==> config.mk <==
export PLATFORM = sky130hd
export DESIGN_NAME = led_pattern_gen
export DESIGN_NICKNAME = d
export VERILOG_FILES = /design/src/rtl/led_pattern_gen.sv
export SDC_FILE = /design/constraint.sdc
export NUM_CORES = 1
export LEC_CHECK = 0
export ABC_CLOCK_PERIOD_IN_PS = 1700
export CORE_ASPECT_RATIO = 0.7
export CORE_MARGIN = 2
export CORE_UTILIZATION = 51
export DETAILED_ROUTE_END_ITERATION = 10
export GPL_ROUTABILITY_DRIVEN = 0
export GPL_TIMING_DRIVEN = 0
export PLACE_DENSITY = 0.75
export SLEW_MARGIN = 15
export SYNTH_ARGS = -nofsm -noshare
export SYNTH_HDL_FRONTEND = slang
export SYNTH_SLANG_ARGS = --single-unit
==> constraint.sdc <==
create_clock -name clk -period 1.7 [get_ports clk]
set_input_delay 0.34 -clock clk [delete_from_list [all_inputs] [get_ports clk]]
set_output_delay 0.34 -clock clk [all_outputs]
set_load 0.005 [all_outputs]
==> src/rtl/led_pattern_gen.sv <==
// LED pattern generator: static, blink, rotate-left and binary up-count
// modes, stepped by an internal prescaler. Load or mode change restarts the
// current mode from the stored pattern. All outputs are registered.
module led_pattern_gen #(
    parameter int                 WIDTH         = 8,
    parameter int                 PRESCALE      = 50_000_000,
    parameter logic [WIDTH-1:0]   RESET_PATTERN = 8'b10101010
) (
    input  logic             clk,
    input  logic             rst,
    input  logic             en,
    input  logic [1:0]       mode,
    input  logic [WIDTH-1:0] pattern,
    input  logic             load,
    output logic [WIDTH-1:0] leds,
    output logic             tick
);

    localparam int CW = (PRESCALE > 1) ? $clog2(PRESCALE) : 1;
    localparam logic [CW-1:0] CNT_LAST = CW'(PRESCALE - 1);

    typedef enum logic [1:0] {
        M_STATIC = 2'd0,
        M_BLINK  = 2'd1,
        M_ROTATE = 2'd2,
        M_COUNT  = 2'd3
    } mode_t;

    logic [WIDTH-1:0] r_pat;
    logic [WIDTH-1:0] r_leds;
    logic [CW-1:0]    r_cnt;
    logic [1:0]       r_mode;
    logic             r_phase;   // 1 = blink ON
    logic             r_tick;

    logic             w_restart;
    logic [WIDTH-1:0] w_new_pat;
    logic             w_step;

    // Restart on load or a mode change; the step fires at the prescaler wrap
    always_comb begin
        w_restart = load || (mode != r_mode);
        w_new_pat = load ? pattern : r_pat;
        w_step    = en && (r_cnt == CNT_LAST);
    end

    // Pattern/prescaler state: reset > restart > step > count > hold
    always_ff @(posedge clk) begin
        if (!rst) begin
            r_pat   <= RESET_PATTERN;
            r_leds  <= RESET_PATTERN;
            r_cnt   <= '0;
            r_mode  <= mode;
            r_phase <= 1'b1;
            r_tick  <= 1'b0;
        end else if (w_restart) begin
            r_pat   <= w_new_pat;
            r_leds  <= w_new_pat;
            r_cnt   <= '0;
            r_mode  <= mode;
            r_phase <= 1'b1;
            r_tick  <= 1'b0;
        end else if (w_step) begin
            r_cnt  <= '0;
            r_tick <= 1'b1;
            case (mode_t'(r_mode))
                M_STATIC: r_leds <= r_pat;
                M_BLINK: begin
                    // phase flips; coming back ON restores the pattern
                    r_phase <= ~r_phase;
                    r_leds  <= r_phase ? '0 : r_pat;
                end
                M_ROTATE: r_leds <= {r_leds[WIDTH-2:0], r_leds[WIDTH-1]};
                M_COUNT:  r_leds <= r_leds + 1'b1;
                default:  r_leds <= r_leds;
            endcase
        end else if (en) begin
            r_cnt  <= r_cnt + 1'b1;
            r_tick <= 1'b0;
        end else begin
            r_tick <= 1'b0;
        end
    end

    assign leds = r_leds;
    assign tick = r_tick;

endmodule

# After elaboration in Yosys (flattened, before gate mapping)
# Index checks and enable logic that the tools add are counted.
[classes] n_reduce_logical=7 n_mux=8 add_sub_neg=2 n_eq_ne=6 bitwise_logic=2
[ops] cell="$mux W8" count=4
[ops] cell="$pmux W8 S4" count=1
[ops] cell="$add A26 B1 Y26 const B" count=1
[ops] cell="$eq A26 B26 Y1 const B" count=1
[ops] cell="$add A8 B1 Y8 const B" count=1
[ops] cell="$eq A2 B2 Y1 const B" count=2
[ops] cell="$mux W2" count=2
[ops] cell="$reduce_or A3 Y1" count=1
[ops] cell="$eq A2 B1 Y1 const B" count=1
[ops] cell="$logic_not A2 Y1" count=1
[ops] cell="$ne A2 B1 Y1 const B" count=1
[ops] cell="$ne A2 B2 Y1" count=1
[ops] cell="$not A1 Y1" count=2
[ops] cell="$reduce_and A2 Y1" count=1
[ops] cell="$reduce_bool A2 Y1" count=1
[ops] cell="$reduce_or A2 Y1" count=1
[ops] cell="$logic_and A1 B1 Y1" count=1
[ops] cell="$logic_or A1 B1 Y1" count=1
[ops] cell="$mux W1" count=1
[totals] out_inout_bits=9 word_cells=31 regBits=46 input_bits=14

# Longest topological paths before layout
[depth] word_depth=4 depth_mapped=8 mapped_depth_nobuf=6

# Least setup slack after synthesis
# Ideal clock, no wire load.
[synth_timing] path_type="reg-to-reg" startpoint="reg r_cnt[0]" endpoint="reg r_phase" t_arrival_ps=1764 period_less_slack_ps=1826 required_time_ps=1638 slack_ps=-126 setup_ps=62 path_buffers=1 stages_incl_launch_ff=8 cell_sequence="dfxtp_1 -> ha_1 -> and4_1 -> buf_4 -> nand2_2 -> or3_4 -> or3_2 -> nand3_1"
[synth_via] elab_chain_cells=3
[synth_rtl] item="start, declared" line_no="31" rtl="logic [CW-1:0] r_cnt;"
[synth_rtl] item="start signal, assigned" line_no="78" rtl="r_cnt <= r_cnt + 1'b1;"
[synth_rtl] item="$eq A26 B26 Y1" line_no="44" rtl="w_step = en && (r_cnt == CNT_LAST);"
[synth_rtl] item="$logic_and A1 B1 Y1" line_no="44"
[synth_rtl] item="$reduce_and A2 Y1 (no source line)"
[synth_rtl] item="end signal, assigned" line_no="70" rtl="r_phase <= ~r_phase;"
[synth_rtl] item="end, declared" line_no="33" rtl="logic r_phase;"
# No other way between the ends.
# A chain may end at the register's enable or synchronous reset.

# Worst setup path after layout
[layout_timing] startpoint="reg r_cnt[4]" endpoint="reg r_leds[2] (netlist: leds[2])"
[layout_via] elab_chain_cells=3
[layout_rtl] item="$eq A26 B26 Y1" line_no="44"
[layout_rtl] item="$logic_and A1 B1 Y1" line_no="44"
[layout_rtl] item="$reduce_bool A2 Y1 (no source line)"
[layout_rtl] item="end signal, assigned" line_no="58" rtl="r_leds <= w_new_pat;"
[layout_rtl] item="end signal, assigned" line_no="67" rtl="M_STATIC: r_leds <= r_pat;"
[layout_rtl] item="end signal, assigned" line_no="71" rtl="r_leds <= r_phase ? '0 : r_pat;"
[layout_rtl] item="end, declared" line_no="30" rtl="logic [WIDTH-1:0] r_leds;"
# No other way between the ends.

==> impl_metrics.toml <==
[run_status]
status = "complete, but fails checks"
violations = "negative setup slack"

[worst_setup_path]
critPathMaxStageDelay_ns = 0.42
crit_type = "flop to flop"
path_buf_inv = 1
path_cells = "and3_1 -> nand2_4 -> or3_4 -> buf_6 -> a211o_1 -> a31oi_1"
critPathCaptureType = "flop"
cp.arrival_ns = 2.08
required_ns = 1.92
path_max_fanout = 5
crit_family = "simple AND/OR/NAND/NOR gates"
start_kind = "flop"
reg2regPathDepth = 6
cp_slowest_cell = "or3_4"
crit_cells = 6

[cts]
clk_latency_ns = 0.30
cts.clk_slew.worst_paths_ns = 0.08
h-tree-depth = 2
cts.sinks = 46
cts_buffers = 5
cts_hold_buf = 0
cts_tree = "yes"
cts.path.max_buffers = 2
cts_root_buffer = "clkbuf_8"

[global_routing]
antenna_found_initial = 0
grt_start_max_net_pins = 14
grt_pass1_wl_um = 8740
first_global_vias = 1838
overflow = 0
globalRouteTotalUtil_pct = 22.1

[synth]
synth_area_um2 = 2300
synthCells = 263
synth_edf_count = 2
syn_nets = 279
ys_seq_elements = 46
ys_seq_area_share_pct = 40.8
ys_warn_count = 0
synth.distinct_cells = 47
postSynth.asyncResetShare_pct = 0
synth_flop_cell = "dfxtp_1"
post_synth.cell_area_avg_um2 = 8.76

[layout]
insertedDiodeCount = 0
fin_nets = 319
syn_to_final_growth_pct = 24.4
final_cell_mix = "dfxtp_1, nor2_1, nand2_1"
final_common_cell = "dfxtp_1"
design_area_um2 = 2870
nFillCells = 384
drive_gt1_share_pct = 18.8

[place]
hpwlAfterDp_um = 3570
portBuffers = 21
pre_cts_ws_ns = -0.682
place_area_um2 = 2620

[sta]
setup_slack_ns = -0.155
worst-slew-pin-transition_ns = 0.443
drv_slew = 0
rsz0062_at_grt = "true"
final-hold-violation-count = 0
skew_ns = 0.00466
fmaxAchievable_mhz = 539
worst_hold_slack_ns = 0.426
finalSetupViolCount = 29
fin_crit_sh_pct = 109
slew_headroom_pct = 70.4
period_needed_ns = 1.85

[floorplan]
start_util_pct = 52.9
die_area_um2 = 5080
ios = 23
core_um2 = 4350
die_h_um = 60.2
placementRows = 20
die_w_um = 84.3

[power]
p_clk_share_pct = 30.7
p_comb_share_pct = 12.9
switchingPower_uw = 526
p_per_area_nw_per_um2 = 718
switching_share_pct = 25.6
power_mw = 2.06
vdd_drop_max_uv = 542
internal_power_mw = 1.53
seq_power_share_pct = 56.4
p_leak_nw = 1.04

[worst_hold_path]
hold_path_depth = 1
hold_path_class = "primary input to flop"

[route]
drc_errors = 0
drt-initial-drc-count = 124
avgViaCountPerCell = 5.62
wl_per_cell_um = 14.7
vias = 2016
first_pass_iters = 4
wirelength_um = 5280
drtAntennaViolNets = 0

[run]
maxCapViolCount = 0
[synth_stat cells (2+ instances only)]
library cell	n	area, µm²
mux2i_1	11	110
a21o_1	2	15.0
a21o_2	2	17.5
nor4_1	2	12.5
xor2_1	11	96.3
dfxtp_1	44	881
o221ai_1	2	17.5
edfxtp_1	2	60.1
nand2b_1	2	12.5
nor2_1	34	128
o21ai_0	6	30.0
a31oi_1	3	18.8
o22ai_1	3	18.8
xnor2_1	20	175
ha_1	2	25.0
nor3_1	5	25.0
inv_1	3	11.3
a221o_1	2	20.0
a21oi_1	7	35.0
and4_1	8	70.1
and3_1	4	25.0
clkbuf_1	5	18.8
a211o_1	2	17.5
nor2b_1	7	43.8
and2_1	3	18.8
nand4_1	11	68.8
nand3_1	6	30.0
nand2_1	31	116
buf_2	5	25.0
[per-stage QoR]
step / setup TNS (ns) / utilization (%) / instances
after floorplan: -0.160 / - / 263
after detailed placement: -22.13 / 60.1 / 339
after CTS: -2.36 / 65.1 / 360
after global placement: -21.61 / 60.1 / 339
after global routing: -5.80 / 65.9 / 359
final: -3.43 / 65.9 / 359
[layer usage]
| metal | up-vias | global-route usage [%] | share of wire (%) |
|---|---|---|---|
| met2 | 43 | 31.7 | 40 |
| met1 | 955 | 33.1 | 54 |
| met5 | - | 0 | 0 |
| met3 | 9 | 4.70 | 4.5 |
| li1 | 1009 | - | - |
| met4 | 0 | 7.03 | 1.0 |
[power groups by stage]
stage	Sequential (mW)	Clock (mW)	Combinational, mW
5_1_grt	1.17	0.695	0.294
3_5_place_dp	1.18	0	0.248
6_report	1.16	0.631	0.266
2_1_floorplan	1.17	0	0.150
4_1_cts	1.16	0.648	0.268
3_3_place_gp	1.18	0	0.243
[what timing repair did]
action | CTS | global route
resized for setup | 16 | 15
buffers inserted | 12 | 1
pin swaps | 10 | 13
endpoints found under the hold margin | 0 | 0
cloned | 1 | 0
endpoints found under the setup margin | 39 | 42
[state kept, by name, indices dropped and copies added, names as in the netlist]
signal   count
tick         1
leds         8
r_cnt       26
r_phase      1
r_mode       2
r_pat        8
[worst reg2reg max path, stage by stage (launching register included)]
cell and delay [ns]:
dfxtp_1 0.41, and3_1 0.34, nand2_4 0.08, or3_4 0.42, buf_6 0.15, a211o_1 0.22
a31oi_1 0.17
[cell families after synthesis]
| logic type | after synthesis | share of synthesized area, % |
|---|---|---|
| buf+inv | 15 | 3.20 |
| flops | 46 | 40.8 |
| simple gates | 123 | 27.9 |
| compound gates | 35 | 10.4 |
| xor+xnor | 31 | 11.8 |
| mux | 11 | 4.78 |
| fa+ha+maj | 2 | 1.09 |
[path summary, 6_finish.rpt]
kind	slack (ns)	from	to
min reg2reg	0.52	r_cnt[14]$_SDFFE_PP0P_	r_cnt[14]$_SDFFE_PP0P_
max	-0.15	r_cnt[4]$_SDFFE_PP0P_	leds[2]$_SDFFE_PN0P_
max reg2reg	-0.15	r_cnt[4]$_SDFFE_PP0P_	leds[2]$_SDFFE_PN0P_
min	0.43	mode[0]	r_mode[0]$_DFFE_PP_
[layout make-up]
type	count	area, µm²	share of cell area, %
tap	55	68.8	2.40
clock inverter	3	11.3	0.393
timing repair buffer	35	315	11.0
inverter	3	11.3	0.393
buffer	10	66.3	2.31
sequential	46	952	33.2
multi-input combinational	202	1370	47.9
clock buffer	5	68.8	2.40
No activity file was read; power rests on OpenSTA's default activity.
